## config.mk

```make
export PLATFORM = sky130hd
export DESIGN_NAME = bnn_core_param_flat
export DESIGN_NICKNAME = d
export VERILOG_FILES = /design/src/rtl/bnn_core_param_if.sv /design/src/rtl/bnn_core_param.sv /design/src/flat_wrapper.sv
export SDC_FILE = /design/constraint.sdc
export NUM_CORES = 1
export LEC_CHECK = 0
export CORE_AREA = 2 2 179 163
export CTS_CLUSTER_SIZE = 40
export DETAILED_ROUTE_END_ITERATION = 16
export DIE_AREA = 0 0 181 165
export PLACE_DENSITY = 0.9
export RECOVER_POWER = 100
export SYNTH_ARGS = -nofsm -noshare
export SYNTH_HDL_FRONTEND = slang
export SYNTH_SLANG_ARGS = --single-unit
```

## constraint.sdc

```tcl
create_clock -name clk -period 14.9 [get_ports clk]
set_input_delay 1.49 -clock clk [delete_from_list [all_inputs] [get_ports clk]]
set_output_delay 1.49 -clock clk [all_outputs]
set_load 0.02 [all_outputs]
```

## src/rtl/bnn_core_param_if.sv

```systemverilog
// Handshake and data bundle for bnn_core_param: inference stream, result
// fields and the chunked weight/threshold loader.
interface bnn_core_param_if #(
  parameter int N_IN  = 8,
  parameter int N_HID = 8,
  parameter int N_OUT = 4,
  parameter int LD_W  = 4
);
  localparam int TH_W  = $clog2(((N_IN > N_HID) ? N_IN : N_HID) + 1);
  localparam int CLS_W = $clog2(N_OUT);

  logic              in_valid;
  logic [N_IN-1:0]   in_data;
  logic              out_valid;
  logic [N_OUT-1:0]  out_bits;
  logic [CLS_W-1:0]  out_class;
  logic [TH_W-1:0]   out_score;
  logic              ld_start;
  logic              ld_valid;
  logic [LD_W-1:0]   ld_data;
  logic              ld_ready;
  logic              ld_done;

  modport master (
    output in_valid, in_data, ld_start, ld_valid, ld_data,
    input  out_valid, out_bits, out_class, out_score, ld_ready, ld_done
  );

  modport slave (
    input  in_valid, in_data, ld_start, ld_valid, ld_data,
    output out_valid, out_bits, out_class, out_score, ld_ready, ld_done
  );
endinterface

```

## src/rtl/bnn_core_param.sv

```systemverilog
// Two-layer binary neural network core (XNOR-popcount neurons with
// per-neuron thresholds), double-buffered chunk loader with atomic commit,
// two-stage valid-tagged pipeline and argmax over the output layer.
//
// Loader states:
//   state  | meaning
//   S_IDLE | no load in progress, ld_ready low, ld_valid ignored
//   S_LOAD | accepting chunks into the shadow image, ld_ready high
module bnn_core_param #(
  parameter int N_IN  = 8,
  parameter int N_HID = 8,
  parameter int N_OUT = 4,
  parameter int LD_W  = 4
) (
  input  logic               clk,
  input  logic               reset,
  bnn_core_param_if.slave    bus
);
  localparam int TH_W     = $clog2(((N_IN > N_HID) ? N_IN : N_HID) + 1);
  localparam int CLS_W    = $clog2(N_OUT);
  // Image layout offsets, LSB-first stream order
  localparam int HT_OFF   = N_HID * N_IN;
  localparam int OW_OFF   = HT_OFF + N_HID * TH_W;
  localparam int OT_OFF   = OW_OFF + N_OUT * N_HID;
  localparam int IMG_BITS = OT_OFF + N_OUT * TH_W;
  localparam int N_CHUNK  = (IMG_BITS + LD_W - 1) / LD_W;
  localparam int SH_BITS  = N_CHUNK * LD_W;
  localparam int PTR_W    = (N_CHUNK > 1) ? $clog2(N_CHUNK) : 1;
  localparam logic [PTR_W-1:0] LAST_PTR = PTR_W'(N_CHUNK - 1);

  // Power-on active set: zero weights, thresholds at half fan-in
  function automatic logic [IMG_BITS-1:0] default_image();
    logic [IMG_BITS-1:0] img;
    img = '0;
    for (int h = 0; h < N_HID; h++)
      img[HT_OFF + h*TH_W +: TH_W] = TH_W'(N_IN / 2);
    for (int o = 0; o < N_OUT; o++)
      img[OT_OFF + o*TH_W +: TH_W] = TH_W'(N_HID / 2);
    return img;
  endfunction

  localparam logic [IMG_BITS-1:0] DEF_IMG = default_image();

  function automatic logic [TH_W-1:0] pop_xnor_hid(input logic [N_IN-1:0] x,
                                                   input logic [N_IN-1:0] w);
    logic [TH_W-1:0] cnt;
    cnt = '0;
    for (int i = 0; i < N_IN; i++)
      cnt = cnt + TH_W'(x[i] ~^ w[i]);
    return cnt;
  endfunction

  function automatic logic [TH_W-1:0] pop_xnor_out(input logic [N_HID-1:0] x,
                                                   input logic [N_HID-1:0] w);
    logic [TH_W-1:0] cnt;
    cnt = '0;
    for (int i = 0; i < N_HID; i++)
      cnt = cnt + TH_W'(x[i] ~^ w[i]);
    return cnt;
  endfunction

  typedef enum logic {S_IDLE, S_LOAD} ld_state_t;

  ld_state_t            state, state_nxt;
  logic [PTR_W-1:0]     ptr;
  logic [SH_BITS-1:0]   shadow_img;
  logic [SH_BITS-1:0]   shadow_wr;
  logic [IMG_BITS-1:0]  active_img;
  logic                 ld_ready_c;
  logic                 accept;
  logic                 commit;
  logic                 ptr_clr;
  logic                 ld_done_q;

  logic [N_HID-1:0]     hid_act;
  logic [N_HID-1:0]     hid_q;
  logic                 v1_q;
  logic [N_OUT-1:0]     out_act;
  logic [TH_W-1:0]      pop_o;
  logic [TH_W-1:0]      best_pop;
  logic [CLS_W-1:0]     best_idx;
  logic                 out_valid_q;
  logic [N_OUT-1:0]     out_bits_q;
  logic [CLS_W-1:0]     out_class_q;
  logic [TH_W-1:0]      out_score_q;

  // Loader state register
  always_ff @(posedge clk or posedge reset) begin
    if (reset) state <= S_IDLE;
    else       state <= state_nxt;
  end

  // Loader next state and handshake decode; restart beats a same-cycle chunk
  always_comb begin
    state_nxt  = state;
    ld_ready_c = 1'b0;
    accept     = 1'b0;
    commit     = 1'b0;
    ptr_clr    = 1'b0;
    case (state)
      S_IDLE: begin
        if (bus.ld_start) begin
          state_nxt = S_LOAD;
          ptr_clr   = 1'b1;
        end
      end
      S_LOAD: begin
        ld_ready_c = 1'b1;
        if (bus.ld_start) begin
          ptr_clr = 1'b1;
        end else if (bus.ld_valid) begin
          accept = 1'b1;
          if (ptr == LAST_PTR) begin
            commit    = 1'b1;
            state_nxt = S_IDLE;
          end
        end
      end
      default: state_nxt = S_IDLE;
    endcase
  end

  // Shadow image with the offered chunk merged in at the current pointer
  always_comb begin
    shadow_wr = shadow_img;
    for (int c = 0; c < N_CHUNK; c++)
      if (ptr == PTR_W'(c)) shadow_wr[c*LD_W +: LD_W] = bus.ld_data;
  end

  // Pointer, shadow and active sets; commit copies the merged image so the
  // final chunk lands in the active set at the same edge it is accepted
  always_ff @(posedge clk or posedge reset) begin
    if (reset) begin
      ptr        <= '0;
      shadow_img <= '0;
      active_img <= DEF_IMG;
      ld_done_q  <= 1'b0;
    end else begin
      ld_done_q <= commit;
      if (ptr_clr || commit) ptr <= '0;
      else if (accept)       ptr <= ptr + 1'b1;
      if (accept) shadow_img <= shadow_wr;
      if (commit) active_img <= shadow_wr[IMG_BITS-1:0];
    end
  end

  // Hidden layer activations from the active set
  always_comb begin
    hid_act = '0;
    for (int h = 0; h < N_HID; h++)
      hid_act[h] = pop_xnor_hid(bus.in_data, active_img[h*N_IN +: N_IN])
                   >= active_img[HT_OFF + h*TH_W +: TH_W];
  end

  // Stage 1: register hidden activations and the sample valid tag
  always_ff @(posedge clk or posedge reset) begin
    if (reset) begin
      v1_q  <= 1'b0;
      hid_q <= '0;
    end else begin
      v1_q <= bus.in_valid;
      if (bus.in_valid) hid_q <= hid_act;
    end
  end

  // Output layer activations and argmax; strict compare keeps lowest index on ties
  always_comb begin
    out_act  = '0;
    pop_o    = '0;
    best_pop = '0;
    best_idx = '0;
    for (int o = 0; o < N_OUT; o++) begin
      pop_o      = pop_xnor_out(hid_q, active_img[OW_OFF + o*N_HID +: N_HID]);
      out_act[o] = pop_o >= active_img[OT_OFF + o*TH_W +: TH_W];
      if (pop_o > best_pop) begin
        best_pop = pop_o;
        best_idx = CLS_W'(o);
      end
    end
  end

  // Stage 2: register results; fields hold while no sample is in flight
  always_ff @(posedge clk or posedge reset) begin
    if (reset) begin
      out_valid_q <= 1'b0;
      out_bits_q  <= '0;
      out_class_q <= '0;
      out_score_q <= '0;
    end else begin
      out_valid_q <= v1_q;
      if (v1_q) begin
        out_bits_q  <= out_act;
        out_class_q <= best_idx;
        out_score_q <= best_pop;
      end
    end
  end

  assign bus.ld_ready  = ld_ready_c;
  assign bus.ld_done   = ld_done_q;
  assign bus.out_valid = out_valid_q;
  assign bus.out_bits  = out_bits_q;
  assign bus.out_class = out_class_q;
  assign bus.out_score = out_score_q;

endmodule

```

## src/flat_wrapper.sv

```systemverilog
// flat-port wrapper written by rule: the top's interface ports become plain ports
module bnn_core_param_flat 
#(
  parameter int N_IN  = 8,
  parameter int N_HID = 8,
  parameter int N_OUT = 4,
  parameter int LD_W  = 4
)
  (clk, reset, bus_in_valid, bus_in_data, bus_ld_start, bus_ld_valid, bus_ld_data, bus_out_valid, bus_out_bits, bus_out_class, bus_out_score, bus_ld_ready, bus_ld_done);
  bnn_core_param_if #(.N_IN(N_IN), .N_HID(N_HID), .N_OUT(N_OUT), .LD_W(LD_W)) bus_i ();
  input  logic clk;
  input  logic reset;
  input wire logic [$bits(bus_i.in_valid)-1:0] bus_in_valid;
  input wire logic [$bits(bus_i.in_data)-1:0] bus_in_data;
  input wire logic [$bits(bus_i.ld_start)-1:0] bus_ld_start;
  input wire logic [$bits(bus_i.ld_valid)-1:0] bus_ld_valid;
  input wire logic [$bits(bus_i.ld_data)-1:0] bus_ld_data;
  output wire logic [$bits(bus_i.out_valid)-1:0] bus_out_valid;
  output wire logic [$bits(bus_i.out_bits)-1:0] bus_out_bits;
  output wire logic [$bits(bus_i.out_class)-1:0] bus_out_class;
  output wire logic [$bits(bus_i.out_score)-1:0] bus_out_score;
  output wire logic [$bits(bus_i.ld_ready)-1:0] bus_ld_ready;
  output wire logic [$bits(bus_i.ld_done)-1:0] bus_ld_done;
  assign bus_i.in_valid = bus_in_valid;
  assign bus_i.in_data = bus_in_data;
  assign bus_i.ld_start = bus_ld_start;
  assign bus_i.ld_valid = bus_ld_valid;
  assign bus_i.ld_data = bus_ld_data;
  assign bus_out_valid = bus_i.out_valid;
  assign bus_out_bits = bus_i.out_bits;
  assign bus_out_class = bus_i.out_class;
  assign bus_out_score = bus_i.out_score;
  assign bus_ld_ready = bus_i.ld_ready;
  assign bus_ld_done = bus_i.ld_done;
  bnn_core_param #(.N_IN(N_IN), .N_HID(N_HID), .N_OUT(N_OUT), .LD_W(LD_W)) u_core (.clk(clk), .reset(reset), .bus(bus_i));
endmodule
```

## After elaboration in Yosys (flattened, before gate mapping)

Cells that the tools add are included.
Widths: inputs -> output; s select.

| word-level totals | value |
|---|---|
| register bits after elaboration | 316 |
| output and inout port bits | 13 |
| word-level logic and storage cells | 305 |

| cells by class | value |
|---|---|
| add/sub/neg operators | 85 |
| order comparisons | 16 |
| eq/ne operators | 35 |
| multiplexer cells | 58 |
| bitwise operators | 97 |
| reductions and logical operators | 3 |

Operator list:

| kind | count |
|---|---|
| $xnor 1x1->4 | 96 |
| $add 4x4->4 | 84 |
| $mux 4 | 40 |
| $eq 6x5->1 const B | 16 |
| $eq 6x4->1 const B | 8 |
| $ge 4x4->1 | 12 |
| $eq 6x3->1 const B | 4 |
| $eq 6x6->1 const B | 4 |
| $mux 1 | 13 |
| $eq 6x2->1 const B | 2 |
| $gt 4x4->1 | 3 |
| $mux 6 | 2 |
| $add 6x1->6 const B | 1 |
| $eq 6x1->1 const B | 1 |
| $logic_not 6->1 | 1 |
| $gt 4x1->1 const B | 1 |
| $mux 2 | 2 |
| $pmux 1 s2 | 1 |
| $reduce_bool 2->1 | 1 |
| $logic_or 1x1->1 | 1 |
| $not 1->1 | 1 |

## Logic depth before layout (Yosys ltp)

| logic depth | value |
|---|---|
| word-level depth | 16 |
| gate-level depth with buffers | 28 |

## Worst setup path before layout

Ideal clock, no wire load.

| timing | value |
|---|---|
| path type | register -> register |
| start | reg u_core.hid_q[1] |
| end | reg u_core.out_score_q[0] (netlist: u_core.bus.out_score[0]) |
| library setup time | 0.126 ns |
| arrival time | 6.373 ns |
| data required time | 14.774 ns |
| setup slack | 8.401 ns |
| stages on the path, launching flop included | 29 |
| path buffers | 1 |
| cells stage by stage | dfrtp_1 clkbuf_1 xnor2_1 fa_1 fa_1 inv_1 fa_1 inv_1 ha_1 inv_1 fa_1 xnor2_1 inv_1 ha_1 and4_1 a21oi_4 mux2_2 inv_1 ha_1 a21oi_1 o21ai_0 o21ai_1 mux2_2 ha_1 nor2b_1 o211ai_1 a21oi_1 nor2_1 a221o_1 |

| between the ends | value |
|---|---|
| word-level cells in the longest chain between the ends | 16 |
| elaborated cells between the ends (all ways) | 40 |

RTL lines:

| element | line | source |
|---|---|---|
| start, declared | bnn_core_param.sv:76 | `logic [N_HID-1:0] hid_q;` |
| start signal, assigned | bnn_core_param.sv:162 | `if (bus.in_valid) hid_q <= hid_act;` |
| $xnor 1x1->4 | bnn_core_param.sv:58 | `cnt = cnt + TH_W'(x[i] ~^ w[i]);` |
| $add 4x4->4 (7 in series) | bnn_core_param.sv:58 |  |
| $gt 4x1->1 | bnn_core_param.sv:175 | `if (pop_o > best_pop) begin` |
| $mux 4 | bnn_core_param.sv:175 |  |
| $gt 4x4->1 | bnn_core_param.sv:175 |  |
| $mux 4 | bnn_core_param.sv:175 |  |
| $gt 4x4->1 | bnn_core_param.sv:175 |  |
| $mux 4 | bnn_core_param.sv:175 |  |
| $gt 4x4->1 | bnn_core_param.sv:175 |  |
| $mux 4 * | bnn_core_param.sv:175 |  |
| end signal, assigned | bnn_core_param.sv:194 | `out_score_q <= best_pop;` |
| end, declared | bnn_core_param.sv:85 | `logic [TH_W-1:0] out_score_q;` |

Mark *: on every way between the ends. The rest lies on a longest branch, timed or not.
A chain may end at the register's enable or synchronous reset.

## Worst setup path in the final report

| timing | value |
|---|---|
| start | in bus_ld_valid |
| end | reg u_core.active_img[42] |

| between the ends | value |
|---|---|
| word-level cells in the longest chain between the ends | 3 |

RTL lines:

| element | line | source |
|---|---|---|
| start, declared | flat_wrapper.sv:16 | `input wire logic [$bits(bus_i.ld_valid)-1:0] bus_ld_valid;` |
| $mux 1 | bnn_core_param.sv:111 | `end else if (bus.ld_valid) begin` |
| $mux 1 | bnn_core_param.sv:109 | `if (bus.ld_start) begin` |
| $mux 1 | bnn_core_param.sv:100 | `case (state)` |
| end signal, assigned | bnn_core_param.sv:143 | `if (commit) active_img <= shadow_wr[IMG_BITS-1:0];` |
| end, declared | bnn_core_param.sv:68 | `logic [IMG_BITS-1:0] active_img;` |

No other way between the ends.

==> impl_metrics.ini <==
[clocking]
cts_setup_buffers = 0
clkLatencyLatePin_ps = 520
cts_inserted_buffers = 35
htreeDepth = 2
ctsResizeCount = 0
clock_path_buffers = 3
cts_tree = built
clock_sinks = 312
clockRootBuffer = clkbuf_16
cts_hold_buf = 0
path_clk_slew_ps = 60

[drt]
firstDrtPassIters = 5
initialDrtViolationCount = 1095
route.detailed.drc = 0
num_vias = 11900
totalWireLength_um = 40800
drt-wirelength-per-cell_um = 21.2
via_per_inst = 6.17
postRouteAntennaNets = 0

[global_route]
grt_pass1_vias = 12600
grt_start_max_net_pins = 184
grt_remaining_overflow = 0
track_usage = 0.287
grt_pass1_wl_um = 67300
antenna_found_initial = 0

[floorplanning]
coreArea_um2 = 27900
io_pins = 30
dieHeight_um = 165
start_util = 0.646
die_w_um = 181
num_rows = 58
die_area_um2 = 29900

[critical_path]
cp-end-kind = flip-flop
max_stage_delay_ps = 3830
reg2reg_from = u_core.state
slowest_stage = nand2_1
path_class = input port to flip-flop
startpoint_type = input port
crit_fanout = 181
reg2reg_slack_ps = 6080
critPathArrivalTime_ps = 10180
timing.rr.end = u_core.active_img[42]
required_ps = 15110
worstPathCellList = dlygate4sd3_1 -> nand2_1 -> nor2_2 -> clkbuf_1 -> nand2_1 -> clkbuf_1 -> o21ai_0
rr_worst_depth = 6

[pwr]
p_int_mw = 2.56
seq_power_share = 0.219
p_clk_frac = 0.212
vdd_ir_drop_max_mv = 0.424
combinationalPowerShare = 0.569
p_leak_nw = 9.37
power_density_nw_per_um2 = 224
switching_power_mw = 1.72
swShare = 0.402

[worst_hold_path]
whs_endpoint = u_core.active_img[83]
hold_depth = 2
hp-class = flip-flop to flip-flop
worstHoldStart = u_core.active_img[83]

[run_status]
outcome = finished with violations
violations = capacitance limit, slew limit

[synth]
synth_top_flop_cell = dfrtp_1
ys_warn_count = 0
ys_async_sr_fraction = 1.00
ys_types = 51
synth_edf_count = 0
synthCells = 1577
ys_seq_area_frac = 0.435
synth_fp_nets = 1742
ys_ff_latch = 312
avgSynthCellArea_um2 = 11.4
syn_area_um2 = 18000

[sta]
finClkSkew_ps = 24.5
setup_viol = 0
fin_crit_ps = 9970
finalHoldViolCount = 0
setup_tns_ps = 0
timing.slew.headroom = -2.79
maxSlewViolCount = 645
rsz0062_at_grt = no
fin_crit_sh = 0.669
worst_pin_slew_ps = 5690
fmax_mhz = 100

[placed_design]
placedCellCount = 1859
hpwlAfterDp_um = 24600
portBuffers = 29
globalplace.congestion = 0.833

[final_layout]
drive_above_1_share = 0.130
final.fill_count = 1915
area_delta_synth_final_pct = 6.53
fin_nets = 1701
layout.cells.non_filler = 1923
n_antenna_cell = 0
final_core_util = 0.688

[job]
drv_cap = 6
==> cells in the final DEF, fill, tap and decap left out, types with 4 or more instances in the layout <==
master / count
nand2b_1: 17
or2_0: 16
dfstp_2: 12
ha_1: 100
mux2_2: 77
nand3_1: 17
nand4_1: 4
inv_1: 74
nor2_1: 24
clkbuf_8: 9
mux2_4: 15
xor2_1: 20
clkinv_2: 7
dlygate4sd3_1: 18
a21oi_1: 48
a21o_1: 25
clkbuf_16: 37
fa_1: 48
buf_4: 4
nor2b_1: 13
nand3_4: 4
mux2i_1: 144
dfrtp_1: 300
mux2_1: 52
nand2_1: 173
xnor2_1: 90
clkdlybuf4s50_1: 7
clkbuf_1: 6
o21ai_0: 143
buf_2: 4
nand3_2: 12
==> synthesized netlist by cell type (all sizes together), types with 17 or more instances <==
| cell type | number | area (um^2) |
|---|---|---|
| buf | 49 | 383 |
| inv | 75 | 282 |
| fa | 48 | 961 |
| mux2i | 144 | 1440 |
| dfrtp | 300 | 7510 |
| mux2 | 144 | 1850 |
| o21ai | 145 | 726 |
| clkbuf | 65 | 244 |
| nand2b | 17 | 106 |
| a21o | 25 | 188 |
| nor2 | 27 | 134 |
| xnor2 | 90 | 788 |
| xor2 | 20 | 175 |
| nand2 | 173 | 657 |
| nand3 | 33 | 275 |
| ha | 100 | 1250 |
| a21oi | 48 | 252 |
==> final cells by class <==
class,count,area (um^2),share of cell area
tap,360,450,0.0235
inverter,75,283,0.0147
multi-input combinational,1076,9070,0.473
sequential,312,7820,0.408
clock inverter,14,169,0.00881
timing repair buffer,36,313,0.0163
clock buffer,50,1060,0.0555
==> per-stage QoR <==
| step | power [mW] | setup slack [ps] | hold slack, ps | area (um^2) |
|---|---|---|---|---|
| after floorplan | 2.86 | 4800 | 373 | 18000 |
| after global placement | 3.24 | 8140 | 454 | 18200 |
| after detailed placement | 3.42 | 7960 | 458 | 18200 |
| after CTS | 4.35 | 7950 | 468 | 19400 |
| after global routing | 4.66 | 3970 | 497 | 19200 |
| final | 4.29 | 4930 | 480 | 19200 |
==> power groups by stage <==
stage | sequential (mW) | combinational [mW] | clock, mW
finish | 0.939 | 2.44 | 0.910
global route | 0.942 | 2.76 | 0.955
CTS | 0.938 | 2.49 | 0.916
detailed placement | 0.951 | 2.47 | 0
global placement | 0.949 | 2.29 | 0
floorplan | 0.935 | 1.92 | 0
==> registers in the layout (all words and copies together), names as in the netlist <==
register,flops
u_core.shadow_img,140
u_core.bus.ld_done,1
u_core.ptr,6
u_core.bus.out_bits,4
u_core.bus.out_score,4
u_core.v1_q,1
u_core.state,1
u_core.bus.out_class,2
u_core.bus.out_valid,1
u_core.hid_q,8
u_core.active_img,144
==> kinds of logic (layout without fill, tap and decap cells) <==
logic type	Yosys count	count (layout)	synth area share
xor+xnor	110	110	0.0535
compound gates	226	226	0.0688
simple gates	304	304	0.0872
buf+inv	189	175	0.0505
mux	288	288	0.183
fa+ha+maj	148	148	0.123
flops	312	312	0.435
==> how the worst max path moves through the flow <==
stage                     from                       to  slack, ps  depth (start not counted)
3_5_place_dp   u_core.hid_q[0]  u_core.bus.out_score[0]       7960                         27
2_1_floorplan            reset     u_core.active_img[0]       4800                          1
6_report          bus_ld_valid    u_core.active_img[42]       4930                          7
5_1_grt           bus_ld_valid    u_core.active_img[42]       3970                          7
4_1_cts        u_core.hid_q[3]  u_core.bus.out_score[0]       7950                         27
3_3_place_gp   u_core.hid_q[1]  u_core.bus.out_score[0]       8140                         27
==> worst max-delay path: cells and delay by family <==
family	cells	cell delay [ps]
AND/OR/NAND/NOR	3	4040
AO/OA/AOI/OAI	1	530
buffers and inverters	3	4010
==> per-layer routing <==
metal / wire length (um) / track usage / up-vias
met2: 19300 / 0.463 / 463
met3: 2950 / 0.0600 / 117
met4: 1490 / 0.128 / 0
li1: - / - / 5240
met5: 0 / 0 / -
met1: 17100 / 0.379 / 6041
Power figures use the tool's default switching activity.
